File: src/rtl/snake_input_conditioner.sv
// snake_input_conditioner
//   Synchronises and debounces the four BASYS3 direction buttons and the
//   GAME_IN switch before they reach snake_wrapper. It produces clean levels
//   and single-cycle press pulses. The press pulses are arbitrated so that at
//   most one direction fires per cycle, with priority U > D > L > R.
//
// Ports
//   CLK, RESET                 clock, async active-high reset
//   BTN{U,D,L,R}_RAW           raw bouncing buttons
//   GAME_IN_RAW                raw timed-mode switch
//   BTN{U,D,L,R}, GAME_IN      debounced levels
//   PRESS[3:0]                 arbitrated press pulse {U,D,L,R}
//   ANY_PRESS                  OR of the un-arbitrated press pulses

// One conditioning lane: a 2-flop synchroniser followed by a debounce counter.
// level   = the accepted stable value.
// rise    = combinational; high on the edge where stable will go 0->1.
module snake_ic_channel #(
    parameter int DEBOUNCE_CYCLES = 1000000,
    parameter int CNT_W           = 20
) (
    input  logic clk,
    input  logic rst,
    input  logic raw,
    output logic level,
    output logic rise
);
    localparam logic [CNT_W-1:0] CNT_MAX = CNT_W'(DEBOUNCE_CYCLES - 1);

    logic             sync1, sync2, stable;
    logic [CNT_W-1:0] cnt;

    always_ff @(posedge clk or posedge rst) begin
        if (rst) begin
            sync1  <= 1'b0;
            sync2  <= 1'b0;
            stable <= 1'b0;
            cnt    <= '0;
        end else begin
            sync1 <= raw;
            sync2 <= sync1;
            // A bounce back to the stable value restarts the count from zero.
            if (sync2 == stable) begin
                cnt <= '0;
            end else if (cnt == CNT_MAX) begin
                stable <= sync2;
                cnt    <= '0;
            end else begin
                cnt <= cnt + 1'b1;
            end
        end
    end

    assign level = stable;
    assign rise  = (cnt == CNT_MAX) && sync2 && !stable;
endmodule

module snake_input_conditioner #(
    parameter int DEBOUNCE_CYCLES = 1000000,
    parameter int CNT_W           = 20
) (
    input  logic       CLK,
    input  logic       RESET,
    input  logic       BTNU_RAW,
    input  logic       BTND_RAW,
    input  logic       BTNL_RAW,
    input  logic       BTNR_RAW,
    input  logic       GAME_IN_RAW,
    output logic       BTNU,
    output logic       BTND,
    output logic       BTNL,
    output logic       BTNR,
    output logic       GAME_IN,
    output logic [3:0] PRESS,
    output logic       ANY_PRESS
);
    localparam int NUM_CH = 5;

    // Bits [3:0] follow the PRESS order {U,D,L,R}. Bit 4 is GAME_IN, which
    // never produces a pulse.
    logic [NUM_CH-1:0] raw_vec, lvl_vec, rise_vec;
    logic [3:0]        press_arb;

    assign raw_vec = {GAME_IN_RAW, BTNU_RAW, BTND_RAW, BTNL_RAW, BTNR_RAW};

    for (genvar i = 0; i < NUM_CH; i++) begin : g_ch
        snake_ic_channel #(
            .DEBOUNCE_CYCLES(DEBOUNCE_CYCLES),
            .CNT_W          (CNT_W)
        ) u_ch (
            .clk  (CLK),
            .rst  (RESET),
            .raw  (raw_vec[i]),
            .level(lvl_vec[i]),
            .rise (rise_vec[i])
        );
    end

    // Fixed priority U > D > L > R. A suppressed press is dropped.
    always_comb begin
        press_arb = 4'b0000;
        if      (rise_vec[3]) press_arb = 4'b1000;
        else if (rise_vec[2]) press_arb = 4'b0100;
        else if (rise_vec[1]) press_arb = 4'b0010;
        else if (rise_vec[0]) press_arb = 4'b0001;
    end

    // Registering the pulses from the qualifying edge makes them coincide
    // with the rising level.
    always_ff @(posedge CLK or posedge RESET) begin
        if (RESET) begin
            PRESS     <= 4'b0000;
            ANY_PRESS <= 1'b0;
        end else begin
            PRESS     <= press_arb;
            ANY_PRESS <= |rise_vec[3:0];
        end
    end

    assign BTNU    = lvl_vec[3];
    assign BTND    = lvl_vec[2];
    assign BTNL    = lvl_vec[1];
    assign BTNR    = lvl_vec[0];
    assign GAME_IN = lvl_vec[4];
endmodule

File: config.mk
export PLATFORM = sky130hd
export DESIGN_NAME = snake_input_conditioner
export DESIGN_NICKNAME = d
export VERILOG_FILES = /design/src/rtl/snake_input_conditioner.sv
export SDC_FILE = /design/constraint.sdc
export NUM_CORES = 1
export LEC_CHECK = 0
export CAP_MARGIN = 0
export CELL_PAD_IN_SITES_DETAIL_PLACEMENT = 1
export CELL_PAD_IN_SITES_GLOBAL_PLACEMENT = 1
export CORE_MARGIN = 1
export CORE_UTILIZATION = 44
export DETAILED_ROUTE_END_ITERATION = 10
export PLACE_DENSITY_LB_ADDON = 0.1
export SYNTH_ARGS = -nofsm -noshare
export SYNTH_HDL_FRONTEND = slang
export SYNTH_SLANG_ARGS = --single-unit
File: constraint.sdc
create_clock -name CLK -period 3.8 [get_ports CLK]
set_input_delay 0.38 -clock CLK [delete_from_list [all_inputs] [get_ports CLK]]
set_output_delay 0.38 -clock CLK [all_outputs]
set_load 0.1 [all_outputs]
==> results.md, run 1 <==
- # hold bufs at CTS: 0
- Cell variety after synth: 40
- Clock power frac: a little over half
- Area growth syn-to-layout: 16.9%
- Detailed Routing Iterations Pass 1: 4
- Vias in the first global route: between 4,000 and 5,000
- Standard-cell rows: just over 40
- VDD IR max: ~300 µV
- Register area share after synthesis: 52.3%
- Slew HR: approximately an eighth
- Setup bufs post-CTS: 0
- N_diodes: 0
- Seq pwr share: a little over two fifths
- Via density: between 5 and 6
- CORE AREA: between 10,000 and 15,000 µm²
- Cts repair resizes: 0
- Deepest clock path buffer count: 2
- Main synth FF type: dfrtp_1
- H-tree levels: 4
- EDFF count, synth: 0
- Wire length per cell: 16.9 µm
- IO Port Bufs: 16
- Clock transition at path regs: about 0.05 ns
- Die H: approximately 120 µm
- Crit. End Element: flip-flop
- Die W: 116 µm
- Worst-skew pair later-pin latency: between 0.4 and 0.5 ns
- Cell-internal power: about 2.4 mW
- Vias: about 4,500
- Pwr/cell area: ~460 nW/µm²
- Pleak: roughly 2.7 nW
- Post-Route Setup TNS: 0 ns
- Outcome: complete, no violations
- Syn avg cell area: 9.76 µm²
- Initial core utilization: between 40% and 50%
- Max-capacitance violation count: 0
- Synthesized Nets: 600
- Final count of pins violating max slew: 0
- DRT iter0 DRCs: roughly 260
- Routability Congestion: 0.735
- Yosys warns: 0
- Sw Ratio: 20.7%
- Nets: 618
- Logic pwr share: 3.0%
- DP HPWL: 8740 µm
- Layout cells sized above 1: around 7.8%
- Synthesized area: about 5700 µm²
- Reg2Reg Setup Slack: between 1 and 1.5 ns
- Clock sinks: 120
- Largest net degree at the start of global routing: 56
- Top cells by area, synth: dfrtp_1 52%, nor2_1 5.2%, xor2_1 5.2%, xnor2_1 4.3%, nand3_1 3.8%
- Worst-Margin Slew: between 1 and 1.5 ns
- CP Max Fanout: 8
- Reg2reg path depth: 4
- Post-route ant nets: 0
- CTS tree: yes
- TritonCTS Buffers: 17
- Die area: ~14,000 µm²
- WP data arrival: between 2 and 3 ns
- Grt ovf: 0
- R2r startpoint: g_ch[0].u_ch.cnt[5]
- Routed WL: ~13,000 µm
- Mapped Cells: 588
- Worst path required time: 4.10 ns
- Critical Path End: g_ch[0].u_ch.cnt[19]
- Unrepaired setup endpoints after global routing: no
- CP Launch Point: g_ch[0].u_ch.cnt[5]
- Antenna violations before repair: 0
- Net switching power: between 0.6 and 0.7 mW
- Fmax: approximately 0.42 GHz
- Min Tclk post-route: between 2 and 2.5 ns
- Clock root cell: clkbuf_16
- Gr usage total: between 20% and 30%
- Final Setup Violations: 0
- Crit start category: flip-flop
- # DRC: 0
- HP Class: input port to asynchronous set/reset pin
- Post-synth ARST share: 100%
- Reg2reg end: g_ch[0].u_ch.cnt[19]
- Final period util: roughly 63%
- Wire length of the first global-routing pass: roughly 23,000 µm
- Io pins: 17
- Synth area leader: dfrtp_1
- #FFs+latches synth: 120
- Clk_skew: about 0.013 ns
- Hold Violations, Final: 0
- Critical path class: flip-flop to flip-flop
- Share of the synthesized area in the top cell type: between 50% and 60%
- Tot Pwr: 3.07 mW
[metal layers]
layer	vias to the layer above	wire, µm	GRT usage [%]
met5	-	0	0
met4	0	167	8.46
met3	15	349	5.55
met2	49	6690	36.8
met1	2285	6130	27.3
li1	2118	-	-
[sequential cells by signal, indices dropped and copies added, names as in the netlist]
register	flops
g_ch.u_ch.cnt	100
g_ch.u_ch.level	5
g_ch.u_ch.sync1	5
g_ch.u_ch.sync2	5
PRESS	4
ANY_PRESS	1
[cell usage after synthesis (2+ instances only)]
cell type and n:
o22ai_1 2, nor2_1 80, nor4b_1 4, xor2_1 34, a21oi_1 30, o31ai_1 10
nor2b_1 5, nand2b_1 2, nand3_1 43, ha_1 5, buf_2 3, clkbuf_1 20
or3_1 21, and3_1 7, xnor2_1 28, or4_1 17, nand4_1 30, dfrtp_1 120
and3b_1 3, and2_1 5, mux2_2 4, or2_2 2, o21ai_0 21, nor3_1 12
inv_1 18, and4_1 10, nor4_1 10, nand2_1 30
[stage by stage]
step | utilization [%] | cell area [µm²] | instances | hold WS [ns] | setup slack [ns]
after detailed placement | 48.1 | 6090 | 759 | 0.341 | 1.50
after global placement | 48.1 | 6090 | 759 | 0.337 | 1.54
after global routing | 52.9 | 6710 | 790 | 0.362 | 1.20
final | 52.9 | 6710 | 790 | 0.324 | 1.41
after CTS | 52.9 | 6710 | 790 | 0.320 | 1.39
after floorplan | - | 5740 | 588 | 0.331 | 0.234
[worst max-delay path, cell delays in order (launching register included)]
cell	delay [ns]
dfrtp_1	0.44
nand4_1	0.21
nor4_1	1.08
a21boi_0	0.26
o21ba_2	0.29
[how the worst min path moves through the flow]
stage / from / endpoint / depth (start not counted)
floorplan: g_ch[0].u_ch.sync1 / g_ch[0].u_ch.sync2 / 0
global route: RESET / g_ch[4].u_ch.cnt[8] / 2
global placement: g_ch[0].u_ch.sync1 / g_ch[0].u_ch.sync2 / 0
CTS: RESET / g_ch[4].u_ch.cnt[13] / 2
finish: RESET / g_ch[1].u_ch.sync1 / 2
detailed placement: g_ch[1].u_ch.sync1 / g_ch[1].u_ch.sync2 / 0
[cell type report]
type | instances | area, µm²
Clock inverter | 7 | 115
Fill cell | 1429 | 5960
Tap cell | 172 | 215
Timing Repair Buffer | 22 | 218
Clock buffer | 24 | 502
Sequential cell | 120 | 3000
Inverter | 18 | 70.1
Multi-Input combinational cell | 427 | 2580
[power groups by stage]
stage          clock network (mW)  logic (mW)  registers, mW
2_1_floorplan                   0      0.0630           1.33
3_3_place_gp                    0      0.0912           1.34
3_5_place_dp                    0      0.0938           1.34
4_1_cts                      1.70      0.0955           1.32
5_1_grt                      1.76       0.107           1.32
6_report                     1.66      0.0918           1.32
[kinds of logic after synthesis]
family	synth area share (%)
compound gates	6.98
xor+xnor	9.46
fa+ha+maj	1.09
buf+inv	2.75
flops	52.3
mux	0.785
simple gates	26.6
[cell usage in the layout, fill, tap and decap left out, types with 3 or more instances in the layout]
master / Yosys / routed
inv_1: 18 / 17
nand4_1: 30 / 30
nor4b_1: 4 / 4
clkdlybuf4s50_1: 0 / 16
nand2_1: 30 / 30
and4_1: 10 / 10
nor2b_1: 5 / 5
and2_1: 5 / 5
nor3_1: 12 / 12
bufinv_16: 0 / 3
clkbuf_8: 0 / 5
nor2_1: 80 / 80
a21oi_1: 30 / 30
and3b_1: 3 / 3
mux2_2: 4 / 4
nor4_1: 10 / 10
or3_1: 21 / 21
o21ai_1: 1 / 3
xor2_1: 34 / 34
o21ai_0: 21 / 19
clkbuf_16: 0 / 17
xnor2_1: 28 / 28
nand3_1: 43 / 43
dfrtp_1: 120 / 120
o31ai_1: 10 / 10
or4_1: 17 / 17
buf_4: 0 / 5
ha_1: 5 / 5
and3_1: 7 / 7
No activity file was read; power rests on OpenSTA's default activity.
==> inputs of run 2 (changes only) <==
- clock period: 3.8 -> 2.1 ns (I/O delays scaled with it)
==> results.md, run 2 (synthesized netlist as in run 1, its figures left out) <==
- Outcome: complete, no violations (unchanged)
- Min Tclk post-route: 2.04 ns (was 2.39 ns)
- Setup bufs post-CTS: 0 (unchanged)
- DP HPWL: 9180 µm (was 8740 µm)
- Io pins: 17 (unchanged)
- WP data arrival: 2.34 ns (was 2.69 ns)
- VDD IR max: 594 µV (was 306 µV)
- Commonest cells after routing, fill and taps aside: 119 x dfrtp_1, 80 x nor2_1, 43 x nand3_1 (was 120 x dfrtp_1, 80 x nor2_1, 43 x nand3_1)
- Clock transition at path regs: 0.05 ns (about the same)
- Vias in the first global route: 4,764 (was 4,681)
- Worst path required time: 2.40 ns (was 4.10 ns)
- Deepest clock path buffer count: 2 (unchanged)
- Die area: 13,500 µm² (unchanged)
- Clk_skew: 0.00724 ns (was 0.0135 ns)
- HP Class: input port to flip-flop (was input port to asynchronous set/reset pin)
- Initial core utilization: 45.3% (unchanged)
- Crit. End Element: flip-flop (unchanged)
- Clock root cell: clkbuf_16 (unchanged)
- CORE AREA: 12,700 µm² (unchanged)
- H-tree levels: 4 (unchanged)
- Detailed Routing Iterations Pass 1: 4 (unchanged)
- Standard-cell rows: 41 (unchanged)
- Area growth syn-to-layout: 17.5% (was 16.9%)
- Slew HR: 65.3% (was 12.9%)
- # hold bufs at CTS: 0 (unchanged)
- Worst-Margin Slew: 0.514 ns (was 1.29 ns)
- Vias: 4,479 (was 4,467)
- CTS tree: yes (unchanged)
- Final count of pins violating max slew: 0 (unchanged)
- Worst-skew pair later-pin latency: 0.42 ns (about the same)
- CP Max Fanout: 2 (was 8)
- Pwr/cell area: 754 nW/µm² (was 458 nW/µm²)
- Routability Congestion: 0.759 (was 0.735)
- Die H: 116 µm (unchanged)
- IO Port Bufs: 16 (unchanged)
- CP max stage delay: 0.57 ns (was 1.08 ns)
- Register bank with the most flops: g_ch.u_ch.cnt (unchanged)
- Grt ovf: 0 (unchanged)
- Post-Route Setup TNS: 0 ns (unchanged)
- Multi-input gate area: 2580 µm² (about the same)
- Routed WL: 13,100 µm (was 13,300 µm)
- Critical path class: flip-flop to flip-flop (unchanged)
- Layout cells sized above 1: 11.5% (was 7.77%)
- Hold Violations, Final: 0 (unchanged)
- TritonCTS Buffers: 17 (unchanged)
- # DRC: 0 (unchanged)
- Unrepaired setup endpoints after global routing: no (unchanged)
- Crit start category: flip-flop (unchanged)
- FF+latch area: 3000 µm² (about the same)
- N_diodes: 0 (unchanged)
- Post-route ant nets: 0 (unchanged)
- Worst path cell trace: or4_1 -> or4_1 -> nor2_1 -> mux2_2 (was nand4_1 -> nor4_1 -> a21boi_0 -> o21ba_2)
- DRT iter0 DRCs: 170 (was 262)
- Most common cell after layout, fill and taps aside: dfrtp_1 (unchanged)
- Max-capacitance violation count: 0 (unchanged)
- Gr usage total: 21.9% (about the same)
- Final Setup Violations: 0 (unchanged)
- Max reg flops: 100 (unchanged)
- Die W: 116 µm (unchanged)
- Largest net degree at the start of global routing: 60 (was 56)
- Final period util: 97.3% (was 62.9%)
- Wire length per cell: 16.2 µm (was 16.9 µm)
- Most frequent cell on the critical path: or4_1
- Crit-path slowest cell: or4_1 (was nor4_1)
- Clock sinks: 120 (unchanged)
- Fmax: 0.489 GHz (was 0.418 GHz)
- Wire length of the first global-routing pass: 22,700 µm (was 22,800 µm)
- Via density: 5.55 (was 5.65)
- Pleak: 2.78 nW (was 2.71 nW)
- Nets: 636 (was 618)
- Antenna violations before repair: 0 (unchanged)
- Final Util: 53.2% (was 52.9%)
- Min Hold Slack: 0.230 ns (was 0.324 ns)
- # fillers: 1,414 (was 1,429)
==> run 2: cell count changes in the layout (fill, tap and decap cells not counted), sizes merged <==
cell	delta
clkinv	+2
clkbuf	+2
inv	-1
clkdlybuf4s50	-10
bufinv	-3
buf	+28
clkinvlp	-1
==> run 2: final cells by class <==
type / instances / area share [%]
Clock inverter: 4 / 0.297
Inverter: 18 / 1.06
Timing Repair Buffer: 40 / 5.29
Sequential cell: 120 / 44.6
Multi-Input combinational cell: 427 / 38.3
Clock buffer: 26 / 7.26
Tap cell: 172 / 3.19
==> run 2: per-stage QoR <==
step / power (mW) / worst slack (ns) / std cells / cell area (µm²)
floorplan: 2.53 / 0.0245 / 588 / 5740
global placement: 2.60 / 0.114 / 777 / 6220
detailed placement: 2.61 / 0.0514 / 777 / 6220
CTS: 5.16 / 0.0501 / 807 / 6730
global route: 5.27 / 0.00619 / 807 / 6740
finish: 5.09 / 0.0565 / 807 / 6740
==> run 2: worst paths after layout <==
kind	startpoint	endpoint	slack (ns)	cells after the start
max	g_ch[4].u_ch.cnt[8]	g_ch[4].u_ch.level	0.06	4
min	GAME_IN_RAW	g_ch[4].u_ch.sync1	0.23	1
max reg2reg	g_ch[4].u_ch.cnt[8]	g_ch[4].u_ch.level	0.06	4
min reg2reg	g_ch[0].u_ch.sync1	g_ch[0].u_ch.sync2	0.35	0
max in group asynchronous	RESET	g_ch[4].u_ch.cnt[10]	1.52	3
min in group asynchronous	RESET	g_ch[3].u_ch.cnt[13]	0.24	3
==> run 2: timing repair <==
action	in CTS	in global routing
endpoints found under the setup margin	0	17
endpoints found under the hold margin	0	0
resized for setup	0	4
==> run 2: where the power goes <==
group          internal [mW]  switching, mW
logic                 0.0660          0.118
clock network           1.57          0.945
registers               2.35         0.0323
total                   3.99           1.10
==> run 2: critical path, delay by kind of cell (launching register included) <==
family,cells,cell delay (ns)
flops,1,0.39
mux,1,0.34
simple gates,3,1.21
==> run 2: metal layers <==
layer / share of wire (%) / GRT usage [%] / vias up
li1: - / - / 2154
met1: 45 / 26.0 / 2252
met2: 51 / 37.8 / 47
met3: 2.3 / 5.19 / 26
met4: 2.3 / 9.91 / 0
met5: 0 / 0 / -
==> inputs of run 3 (changes only) <==
- CORE_MARGIN: 1 -> unset
- CORE_UTILIZATION: 44 -> 45
- CTS_BUF_LIST: unset -> sky130_fd_sc_hd__clkbuf_8
==> results.md, run 3 (synthesized netlist as in run 1, its figures left out) <==
- Met1 Use GR: 27.0% (was 26.0%)
- Largest net degree at the start of global routing: 121 (was 60)
- Critical path class: flip-flop to flip-flop (unchanged)
- Final Setup Violations: 0 (unchanged)
- Crit. End Element: flip-flop (unchanged)
- H-tree levels: 4 (unchanged)
- Nets: 630 (was 636)
- Gr usage total: 21.5% (was 21.9%)
- GR peak layer: met2 (unchanged)
- Antenna violations before repair: 0 (unchanged)
- Io pins: 17 (unchanged)
- Slew HR: 55.9% (was 65.3%)
- Worst path required time: 2.42 ns (was 2.40 ns)
- Routed WL: 12,500 µm (was 13,100 µm)
- Clock sinks: 120 (unchanged)
- Final period util: 95.6% (was 97.3%)
- Outcome: complete, no violations (unchanged)
- IO Port Bufs: 16 (unchanged)
- CP max stage delay: 0.55 ns (was 0.57 ns)
- CORE AREA: 12,200 µm² (was 12,700 µm²)
- Standard-cell rows: 40 (was 41)
- Placed instance area: 6140 µm² (was 6220 µm²)
- Post-Route Setup TNS: 0 ns (unchanged)
- Die area: 13,200 µm² (was 13,500 µm²)
- DP HPWL: 8530 µm (was 9180 µm)
- Clock root cell: clkbuf_8 (was clkbuf_16)
- Finished Cell Area: 6490 µm² (was 6740 µm²)
- Max reg flops: 100 (unchanged)
- Met2 GRT Util: 35.7% (was 37.8%)
- Layout cells sized above 1: 10.8% (was 11.5%)
- Worst-Margin Slew: 0.662 ns (was 0.514 ns)
- Most frequent cell on the critical path: or4_1 (unchanged)
- VDD IR max: 480 µV (was 594 µV)
- DRT iter0 DRCs: 194 (was 170)
- Wire length of the first global-routing pass: 22,100 µm (was 22,700 µm)
- Fmax: 0.498 GHz (was 0.489 GHz)
- Detailed Routing Iterations Pass 1: 4 (unchanged)
- # fillers: 1,415 (was 1,414)
- Vias: 4,411 (was 4,479)
- Die W: 115 µm (was 116 µm)
- Vias in the first global route: 4,597 (was 4,764)
- Reg2Reg Setup Slack: 0.09 ns (was 0.06 ns)
- Via density: 5.54 (was 5.55)
- Met3 Usage GRT: 6.17% (was 5.19%)
- Commonest cells after routing, fill and taps aside: 119 x dfrtp_1, 80 x nor2_1, 43 x nand3_1 (unchanged)
- Finished Layout Cells: 796 (was 807)
- Unrepaired setup endpoints after global routing: no (unchanged)
- Clk_skew: 0.00762 ns (was 0.00724 ns)
- Hold Violations, Final: 0 (unchanged)
- N_diodes: 0 (unchanged)
- Area growth syn-to-layout: 13.1% (was 17.5%)
- Crit path buf inv count: 0 (unchanged)
- Clock transition at path regs: 0.07 ns (was 0.05 ns)
- CP delay by family, top: simple AND/OR/NAND/NOR gates (unchanged)
- CP Max Fanout: 2 (unchanged)
- R2r startpoint: g_ch[4].u_ch.cnt[8] (unchanged)
- Min Tclk post-route: 2.01 ns (was 2.04 ns)
- CTS tree: yes (unchanged)
- Max-capacitance violation count: 0 (unchanged)
- Pleak: 2.68 nW (was 2.78 nW)
- Post-route ant nets: 0 (unchanged)
- Final count of pins violating max slew: 0 (unchanged)
- Initial core utilization: 47.0% (was 45.3%)
- WP data arrival: 2.33 ns (was 2.34 ns)
- HP Class: input port to flip-flop (unchanged)
- Routability Congestion: 0.761 (was 0.759)
- Critical Path End: g_ch[4].u_ch.level (unchanged)
- TritonCTS Buffers: 17 (unchanged)
- Crit-path slowest cell: or4_1 (unchanged)
- Reg2reg path depth: 4 (unchanged)
- Grt ovf: 0 (unchanged)
- Dpl cells: 766 (was 777)
- # DRC: 0 (unchanged)
- CP Launch Point: g_ch[4].u_ch.cnt[8] (unchanged)
- Reg2reg end: g_ch[4].u_ch.level (unchanged)
- Most common cell after layout, fill and taps aside: dfrtp_1 (unchanged)
- Tot Pwr: 4.38 mW (was 5.09 mW)
- Crit start category: flip-flop (unchanged)
- Wire length per cell: 15.7 µm (was 16.2 µm)
- Die H: 115 µm (was 116 µm)
- Levels on crit path: 4 (unchanged)
- Worst-skew pair later-pin latency: 0.44 ns (was 0.42 ns)
- Deepest clock path buffer count: 2 (unchanged)
- Pwr/cell area: 674 nW/µm² (was 754 nW/µm²)
- Worst path cell trace: or4_1 -> or4_1 -> nor2_1 -> mux2_2 (unchanged)
- Register bank with the most flops: g_ch.u_ch.cnt (unchanged)
run 3: layout make-up:
class                           count  area [µm²]  area share, %
Clock buffer                       23         317           4.88
Clock inverter                      6        26.3          0.405
Inverter                           18        71.3           1.10
Multi-Input combinational cell    427        2580           39.8
Sequential cell                   120        3000           46.3
Tap cell                          168         210           3.24
Timing Repair Buffer               34         283           4.36
run 3: report_power, final:
| group | internal [mW] | total [mW] | switching (mW) | leakage [nW] |
|---|---|---|---|---|
| Combinational | 0.0587 | 0.175 | 0.116 | 0.850 |
| Sequential | 2.35 | 2.38 | 0.0334 | 1.64 |
| Clock | 0.965 | 1.82 | 0.858 | 0.193 |
| Total | 3.37 | 4.38 | 1.01 | 2.68 |
run 3: how the worst min path moves through the flow:
stage	depth (start not counted)	start	end	slack [ns]
after global placement	0	g_ch[3].u_ch.sync1	g_ch[3].u_ch.sync2	0.33
after detailed placement	0	g_ch[2].u_ch.sync1	g_ch[2].u_ch.sync2	0.34
after floorplan	0	BTNR_RAW	g_ch[0].u_ch.sync1	0.24
after CTS	1	BTNL_RAW	g_ch[1].u_ch.sync1	0.18
after global routing	1	BTNL_RAW	g_ch[1].u_ch.sync1	0.17
final	1	GAME_IN_RAW	g_ch[4].u_ch.sync1	0.21
run 3: through the flow:
| stage | setup slack (ns) | util [%] | hold slack (ns) |
|---|---|---|---|
| final | 0.0914 | 53.2 | 0.209 |
| after detailed placement | 0.0735 | 50.3 | 0.336 |
| after global placement | 0.117 | 50.3 | 0.332 |
| after floorplan | 0.0245 | - | 0.241 |
| after global routing | 0.00300 | 53.2 | 0.173 |
| after CTS | 0.0561 | 53.1 | 0.181 |
run 3: routing by layer:
| metal | wire [µm] | share of wire (%) |
|---|---|---|
| met5 | 0 | 0 |
| met4 | 185 | 1.5 |
| met3 | 319 | 2.6 |
| met2 | 6230 | 50 |
| met1 | 5760 | 46 |
run 3: repair_timing:
action                                  CTS  global route
endpoints found under the setup margin    0             4
resized for setup                         0             2
hold buffers                              0             0
hold endpoints to repair                  0             0
setup buffers                             0             1
